**src/rtl/boot_loader_ctrl.sv**
```systemverilog
// Boot-time loader: assembles a byte stream into 32-bit words, programs instruction memory,
// verifies a trailing XOR checksum and then releases the core to run from address 0.
//
// state | meaning
// IDLE  | waiting for start, core held in reset
// HDR   | receiving the 4-byte program length
// LOAD  | receiving a program word
// WR    | one-cycle memory write of the assembled word
// CHK   | receiving the checksum word
// BOOT  | holding core reset for BOOT_CYC cycles after a good load
// RUN   | core released and running
// ERR   | bad length or checksum, core held in reset
module boot_loader_ctrl #(
    parameter int unsigned MAX_WORDS = 65536,
    parameter int unsigned BOOT_CYC  = 4
) (
    input  logic        clk,
    input  logic        reset,
    input  logic        start,
    input  logic [7:0]  rx_data,
    input  logic        rx_valid,
    output logic        rx_ready,
    output logic        prog,
    output logic        write,
    output logic [31:0] addr,
    output logic [31:0] data_o,
    output logic        core_reset,
    output logic        busy,
    output logic        done,
    output logic        err
);

    localparam int unsigned BW = (BOOT_CYC > 1) ? $clog2(BOOT_CYC) : 1;

    // Upper 7 bits of each encoding are the outputs themselves, so every status
    // output comes straight from a flop: {rx_ready, prog, write, core_reset, busy, done, err, tag[1:0]}.
    typedef enum logic [8:0] {
        S_IDLE = 9'b000100000,
        S_HDR  = 9'b110110000,
        S_LOAD = 9'b110110001,
        S_CHK  = 9'b110110010,
        S_WR   = 9'b011110000,
        S_BOOT = 9'b000110000,
        S_RUN  = 9'b000001000,
        S_ERR  = 9'b000100100
    } state_t;

    state_t         state;
    logic [1:0]     byte_cnt;
    logic [23:0]    byte_sr;
    logic [31:0]    len;
    logic [31:0]    word_cnt;
    logic [31:0]    csum;
    logic [BW-1:0]  boot_cnt;

    logic           take;
    logic           word_end;
    logic [31:0]    word;

    assign rx_ready   = state[8];
    assign prog       = state[7];
    assign write      = state[6];
    assign core_reset = state[5];
    assign busy       = state[4];
    assign done       = state[3];
    assign err        = state[2];

    assign take     = rx_valid && rx_ready;
    assign word_end = take && (byte_cnt == 2'd3);
    assign word     = {byte_sr, rx_data};

    always_ff @(posedge clk or negedge reset) begin
        if (!reset) begin
            state    <= S_IDLE;
            addr     <= '0;
            data_o   <= '0;
            byte_cnt <= '0;
            byte_sr  <= '0;
            len      <= '0;
            word_cnt <= '0;
            csum     <= '0;
            boot_cnt <= '0;
        end else begin
            // Partial words survive stalls; the counter wraps on its own after byte 4.
            if (take) begin
                byte_sr  <= {byte_sr[15:0], rx_data};
                byte_cnt <= byte_cnt + 2'd1;
            end
            case (state)
                S_IDLE, S_RUN, S_ERR: begin
                    if (start) begin
                        state    <= S_HDR;
                        byte_cnt <= '0;
                        word_cnt <= '0;
                        csum     <= '0;
                    end
                end
                S_HDR: begin
                    if (word_end) begin
                        if (word == 32'd0 || word > MAX_WORDS) begin
                            state <= S_ERR;
                        end else begin
                            len   <= word;
                            addr  <= '0;
                            state <= S_LOAD;
                        end
                    end
                end
                S_LOAD: begin
                    if (word_end) begin
                        data_o <= word;
                        csum   <= csum ^ word;
                        state  <= S_WR;
                    end
                end
                S_WR: begin
                    addr     <= addr + 32'd1;
                    word_cnt <= word_cnt + 32'd1;
                    state    <= (word_cnt + 32'd1 == len) ? S_CHK : S_LOAD;
                end
                S_CHK: begin
                    if (word_end) begin
                        state    <= (word == csum) ? S_BOOT : S_ERR;
                        boot_cnt <= BW'(BOOT_CYC - 1);
                    end
                end
                S_BOOT: begin
                    if (boot_cnt == '0) state <= S_RUN;
                    else                boot_cnt <= boot_cnt - 1'b1;
                end
                default: state <= S_IDLE;
            endcase
        end
    end

endmodule

```
**config.mk**
```make
export PLATFORM = sky130hd
export DESIGN_NAME = boot_loader_ctrl
export DESIGN_NICKNAME = d
export VERILOG_FILES = /design/src/rtl/boot_loader_ctrl.sv
export SDC_FILE = /design/constraint.sdc
export NUM_CORES = 1
export LEC_CHECK = 0
export ABC_AREA = 1
export CELL_PAD_IN_SITES_DETAIL_PLACEMENT = 1
export CELL_PAD_IN_SITES_GLOBAL_PLACEMENT = 1
export CORE_ASPECT_RATIO = 1.1
export CORE_MARGIN = 2
export CORE_UTILIZATION = 44
export DETAILED_ROUTE_END_ITERATION = 6
export GPL_TIMING_DRIVEN = 1
export HOLD_SLACK_MARGIN = 0.12
export PLACE_DENSITY_LB_ADDON = 0.1
export SLEW_MARGIN = 25
export SYNTH_ARGS = -nofsm -noshare
export SYNTH_HDL_FRONTEND = slang
export SYNTH_SLANG_ARGS = --single-unit
```
**constraint.sdc**
```tcl
create_clock -name clk -period 2.15 [get_ports clk]
set_input_delay 0.43 -clock clk [delete_from_list [all_inputs] [get_ports clk]]
set_output_delay 0.43 -clock clk [all_outputs]
set_load 0.03 [all_outputs]
```
==> results of run 1 <==
layout make-up:
cell class | instances | area share (%)
Clock buffer | 18 | 3.21
Inverter | 161 | 4.67
Tap cell | 305 | 2.86
Timing Repair Buffer | 182 | 12.9
Timing Repair inverter | 1 | 0.0655
Multi-Input combinational cell | 967 | 38.1
Clock inverter | 14 | 1.20
Sequential cell | 197 | 36.9
path summary, 6_finish.rpt:
| path | start | slack, ps | endpoint |
|---|---|---|---|
| hold reg to reg | len[27] | 500 | len[27] |
| setup / recovery | word_cnt[0] | -70 | state[0] |
| max in group asynchronous | reset | 1080 | state[5] |
| min in group clk | len[27] | 500 | len[27] |
| hold / removal | reset | 380 | addr[15] |
| setup reg to reg | word_cnt[0] | -70 | state[0] |
registers in the layout, summed over array words and instances, names as in the netlist:
register / cells
addr: 32
byte_cnt: 2
csum: 32
boot_cnt: 2
byte_sr: 24
data_o: 32
word_cnt: 32
len: 32
state: 9
cells in the final DEF, fill, tap and decap left out, drive strengths merged, types with 6 or more instances in the layout:
cell type	instances
clkdlybuf4s50	77
clkbuf	21
dfrtp	196
nand4	26
inv	166
clkinv	9
nand2	416
nor4	8
o32ai	7
buf	97
nand3b	17
o21ai	169
nor3	21
xor2	30
xnor2	31
nor2	129
o22ai	24
nand3	65
a21oi	6
through the flow:
| stage | TNS (ps) | cell area, µm² | cells | hold slack, ps | setup slack, ps |
|---|---|---|---|---|---|
| floorplan | 0 | 10500 | 1361 | 134 | 175 |
| global route | -1220 | 13400 | 1845 | 400 | -203 |
| global placement | -10970 | 12300 | 1793 | 302 | -204 |
| detailed placement | -14430 | 12300 | 1793 | 304 | -261 |
| finish | -142 | 13400 | 1845 | 383 | -74.1 |
| CTS | -89.8 | 12900 | 1829 | 386 | -51.1 |
logic make-up after synthesis:
| family | after synthesis | synth area share [%] |
|---|---|---|
| buf+inv | 197 | 7.22 |
| fa+ha+maj | 4 | 0.476 |
| xor+xnor | 63 | 5.52 |
| compound gates | 212 | 10.7 |
| simple gates | 688 | 29.1 |
| flops | 197 | 46.9 |
power breakdown:
group          total, mW  switching (mW)  internal, mW
Clock               3.27            1.71          1.56
Combinational       5.79            3.63          2.15
Sequential          4.65           0.528          4.12
critical path, stage by stage, from the launching register on:
cell and delay (ps):
dfrtp_2 430, buf_6 120, nand2_1 100, nor2_4 280
nand2_4 110, nor2_4 170, nand3_2 110, nand3_1 100
nand2_1 90, nor2_2 170, nand3_1 90, nor2_1 140
nand3_1 110, nand2_1 70, nand2_1 40
layer usage:
metal / wire length, µm / vias up / track usage, % / part of all wire, %
met5: 0 / - / 0 / 0
met4: 555 / 0 / 7.27 / 1.6
met3: 802 / 41 / 3.16 / 2.4
met2: 18200 / 153 / 48.9 / 53
met1: 14500 / 4993 / 34.5 / 43
li1: - / 4720 / - / -
what timing repair did:
item                                    in CTS  in global routing
buffers inserted                             3                 13
hold buffers                                 1                  0
endpoints found under the hold margin       33                  0
gates resized for setup                      5                 97
cloned                                       0                  3
endpoints found under the setup margin      13                 52
pin swaps                                    3                 34
==> results.py, run 1 <==
metrics = {
    "pwr": {
        "power_mw": 13.7,
        "p_per_area_nw_per_um2": 1030,
        "cellLeakagePower_nw": 6.64,
        "max-vdd-ir-drop_v": 0.000574,
    },
    "yosys": {
        "synth_top_area_share_pct": 46.6,
        "synth_edf_count": 0,
        "synth_cell_types": 43,
        "synth_most_common_cell": "nand2_1",
        "ys_seq_area_share_pct": 46.9,
        "synth-async-reset-ratio_pct": 100,
        "synth-main-ff-cell": "dfrtp_1",
        "ys_ff_latch": 197,
        "avgSynthCellArea_um2": 7.73,
        "yosysWarnings": 0,
        "syn_nets": 1377,
        "yosysTopAreaCell": "dfrtp_1",
        "ys_top_cells_by_area": "dfrtp_1 47%, nand2_1 14%, o21ai_0 6.8%",
        "post_synth_inst_count": 1361,
        "synth_area_um2": 10500,
        "synthTopCellsByCount": "403 x nand2_1, 196 x dfrtp_1, 146 x inv_1",
    },
    "layout": {
        "drive_above_1_share_pct": 16.6,
        "num_antenna_cells": 0,
        "final_nets": 1543,
        "fin_util_pct": 56.8,
        "register_area_um2": 4940,
        "syn2layout_area_growth_pct": 27.1,
        "multiInputGateArea_um2": 5090,
        "fillerInstances": 2922,
    },
    "critical_path": {
        "cp-end-kind": "flip-flop",
        "cp_max_fo": 5,
        "start_kind": "flip-flop",
        "timing.reg2reg.worst_path_depth": 14,
        "critPathRequiredTime_ps": 2500,
        "critical_path_arrival_ps": 2570,
        "crit_type": "reg -> reg",
    },
    "floorplanning": {
        "die_h_um": 166,
        "io_pins": 83,
        "dieArea_um2": 25200,
        "start_util_pct": 44.7,
        "rows": 59,
        "core_area_um2": 23500,
        "dieWidth_um": 151,
    },
    "global_routing": {
        "antenna_found_initial": 0,
        "grt_pass1_vias": 10300,
        "grt_max_degree": 71,
        "track_usage_pct": 27.3,
        "grt_pass1_wl_um": 54100,
        "grt_overflow": 0,
    },
    "timing": {
        "fmax_mhz": 450,
        "rsz0062_at_grt": "yes",
        "setup_violations": 2,
        "post-route-min-period_ps": 2220,
        "worstMarginPinSlew_ps": 495,
        "slew_viol_final": 0,
        "clock_skew_ps": 16.8,
        "setup_slack_ps": -74.1,
        "hold_viol": 0,
        "min_period_over_period_pct": 103,
        "slew_headroom_pct": 67.0,
    },
    "cts": {
        "clock_latency_ps": 460,
        "cts_max_path_buffers": 2,
        "cts_tree": "yes",
        "clk_pin_slew_ps": 90,
        "cts_sinks": 197,
        "htree_num_levels": 4,
        "clockRootBuffer": "clkbuf_16",
        "cts_buffers": 17,
    },
    "min_path": {
        "hp-class": "in -> async",
    },
    "routing": {
        "drt-initial-drc-count": 518,
        "vias": 9907,
        "ant_nets": 0,
        "vias_per_cell": 5.37,
        "avgRoutedWirePerCell_um": 18.5,
        "wl_um": 34000,
        "dr.pass1.iters": 4,
        "drc": 0,
    },
    "flow_run": {
        "drv_cap": 0,
    },
    "run_status": {
        "status": "complete, but fails checks",
        "violations": "setup timing",
    },
    "place": {
        "dp_hpwl_um": 24100,
        "portBuffers": 82,
        "gp_congestion": 0.862,
    },
}
Note: power is estimated with default switching activity, not from simulation.
==> run 2, diff against run 1 <==
--- a/config.mk
+++ b/config.mk
@@ -19,3 +19,4 @@
 export SYNTH_ARGS = -nofsm -noshare
 export SYNTH_HDL_FRONTEND = slang
 export SYNTH_SLANG_ARGS = --single-unit
+export TNS_END_PERCENT = 30
==> run 2 against run 1 <==
Compared with the run above:
- the flow still finishes with violations (setup timing)
- core utilization down 0.11 points
- sequential power about the same
- critical path type unchanged
- die area unchanged
- critical endpoint is now state[1]
- critical path depth down 2
==> results.py, run 2 (synthesis gave the netlist of run 1 again) <==
metrics = {
    "routing": {
        "drc": 0,
        "vias_per_cell": 5.37,
        "vias": 9905,
        "dr.pass1.iters": 4,
        "avgRoutedWirePerCell_um": 18.5,
        "ant_nets": 0,
        "wl_um": 34000,
        "drt-initial-drc-count": 574,
    },
    "global_routing": {
        "antenna_found_initial": 0,
        "track_usage_pct": 27.3,
        "grt_max_degree": 71,
        "grt_pass1_vias": 10300,
        "grt_pass1_wl_um": 54100,
        "grt_overflow": 0,
    },
    "critical_path": {
        "cpMaxStageDelayCell": "dfrtp_2",
        "worst-path-buf-inv": 2,
        "cp_slowest_stage_delay_ps": 430,
        "cp_cell_sequence": "buf_6, nand2_1, nor2_4, nand2_4, buf_4, xor3_1, nand3_1, nor2_1, nand2_1, nor2_2, nand4_1, nand2_1",
        "cpMostUsedCell": "nand2_1",
        "cp-end-kind": "flip-flop",
        "start_kind": "flip-flop",
        "critPathRequiredTime_ps": 2540,
        "critical_path_arrival_ps": 2620,
        "crit_family": "simple AND/OR/NAND/NOR gates",
        "cp_max_fo": 5,
        "crit_type": "reg -> reg",
    },
    "floorplanning": {
        "dieWidth_um": 151,
        "start_util_pct": 44.7,
        "dieArea_um2": 25200,
        "rows": 59,
        "core_area_um2": 23500,
        "die_h_um": 166,
        "io_pins": 83,
    },
    "timing": {
        "hold_viol": 0,
        "slew_headroom_pct": 67.5,
        "min_period_over_period_pct": 103,
        "fin_tns_setup_ps": -149,
        "post-route-min-period_ps": 2220,
        "worstMarginPinSlew_ps": 487,
        "fin_worst_hold_slack_ps": 381,
        "rsz0062_at_grt": "yes",
        "setup_violations": 2,
        "setup_slack_ps": -74.9,
        "clock_skew_ps": 17.3,
        "slew_viol_final": 0,
        "fmax_mhz": 449,
    },
    "layout": {
        "layout_commonest_cell": "nand2_1",
        "drive_above_1_share_pct": 16.2,
        "final_nets": 1543,
        "num_antenna_cells": 0,
        "syn2layout_area_growth_pct": 26.9,
        "fin_util_pct": 56.6,
        "most-common-layout-cells": "385 x nand2_1, 192 x dfrtp_1, 142 x inv_1",
        "final_cells": 1845,
        "finalInstanceArea_um2": 13300,
    },
    "pwr": {
        "cellLeakagePower_nw": 6.64,
        "p_per_area_nw_per_um2": 1030,
        "switching_share_pct": 42.8,
        "power_frac_seq_pct": 33.9,
        "max-vdd-ir-drop_v": 0.000575,
        "comb_power_share_pct": 42.1,
        "p_switching_mw": 5.85,
        "power.internal_mw": 7.83,
        "power_mw": 13.7,
        "clkPwrFrac_pct": 24.0,
    },
    "cts": {
        "cts_max_path_buffers": 2,
        "clockRootBuffer": "clkbuf_16",
        "htree_num_levels": 4,
        "clk_pin_slew_ps": 90,
        "cts_sinks": 197,
        "clock_latency_ps": 460,
        "cts_tree": "yes",
        "cts_buffers": 17,
    },
    "place": {
        "post-place-ws_ps": -261,
        "gp_congestion": 0.862,
        "dpl_cell_area_um2": 12300,
        "dp_hpwl_um": 24100,
        "portBuffers": 82,
        "dp.cells": 1793,
    },
    "min_path": {
        "hp-class": "in -> async",
    },
    "flow_run": {
        "drv_cap": 0,
    },
    "run_status": {
        "status": "complete, but fails checks",
        "violations": "setup timing",
    },
}
[run 2: cell types whose count changed in the layout (fill, tap and decap cells not counted)]
cell	delta
o32ai_2	-1
o21ai_0	+4
o32ai_1	+1
o21ai_1	-3
nand2_2	-3
nand2_4	-1
o21ai_2	-1
nand2_1	+4
[run 2: final timing paths]
path	from	to	slack [ps]	cells past startpoint
worst max-delay path	word_cnt[0]	state[1]	-70	12
worst min-delay path	reset	addr[15]	380	2
worst max register to register	word_cnt[0]	state[1]	-70	12
worst min register to register	data_o[9]	data_o[9]	500	2
max in group asynchronous	reset	state[5]	1080	3
min in group clk	data_o[9]	data_o[9]	500	2
[run 2: repair_timing]
action / CTS / global route
resized for setup: 5 / 86
cloned: 0 / 3
pin swaps: 3 / 31
endpoints found under the hold margin: 33 / 0
buffers inserted: 3 / 13
hold buffers: 1 / 0
setup endpoints to repair: 13 / 52
[run 2: power by group through the flow]
| stage | Clock, mW | Combinational, mW | Sequential [mW] |
|---|---|---|---|
| floorplan | 0 | 3.14 | 4.87 |
| global placement | 0 | 5.35 | 4.67 |
| detailed placement | 0 | 5.47 | 4.68 |
| CTS | 3.30 | 5.56 | 4.62 |
| global route | 3.43 | 6.34 | 4.70 |
| finish | 3.28 | 5.76 | 4.64 |
[run 2: cell type report]
type | count | area, µm²
fill | 2922 | 10200
multi-input combinational | 967 | 5070
sequential | 197 | 4940
timing repair buffer | 182 | 1730
inverter | 161 | 624
clock buffer | 18 | 429
tap | 305 | 382
clock inverter | 14 | 160
timing repair inverter | 1 | 8.76
[run 2: routing by layer]
layer | wire, µm | track usage, % | vias up | share of wire (%)
met5 | 0 | 0 | - | 0
met4 | 570 | 7.27 | 0 | 1.7
met3 | 842 | 3.16 | 40 | 2.5
met2 | 18100 | 48.9 | 157 | 53
met1 | 14500 | 34.5 | 4992 | 43
li1 | - | - | 4716 | -
==> run 3, diff against run 2 <==
--- a/config.mk
+++ b/config.mk
@@ -11,11 +11,11 @@
 export CORE_ASPECT_RATIO = 1.1
 export CORE_MARGIN = 2
 export CORE_UTILIZATION = 44
+export CTS_CLUSTER_DIAMETER = 120
 export DETAILED_ROUTE_END_ITERATION = 6
 export GPL_TIMING_DRIVEN = 1
 export HOLD_SLACK_MARGIN = 0.12
 export PLACE_DENSITY_LB_ADDON = 0.1
-export SLEW_MARGIN = 25
 export SYNTH_ARGS = -nofsm -noshare
 export SYNTH_HDL_FRONTEND = slang
 export SYNTH_SLANG_ARGS = --single-unit
==> results of run 3 <==
The final DEF is identical to that of run 2; final timing and power are the same.
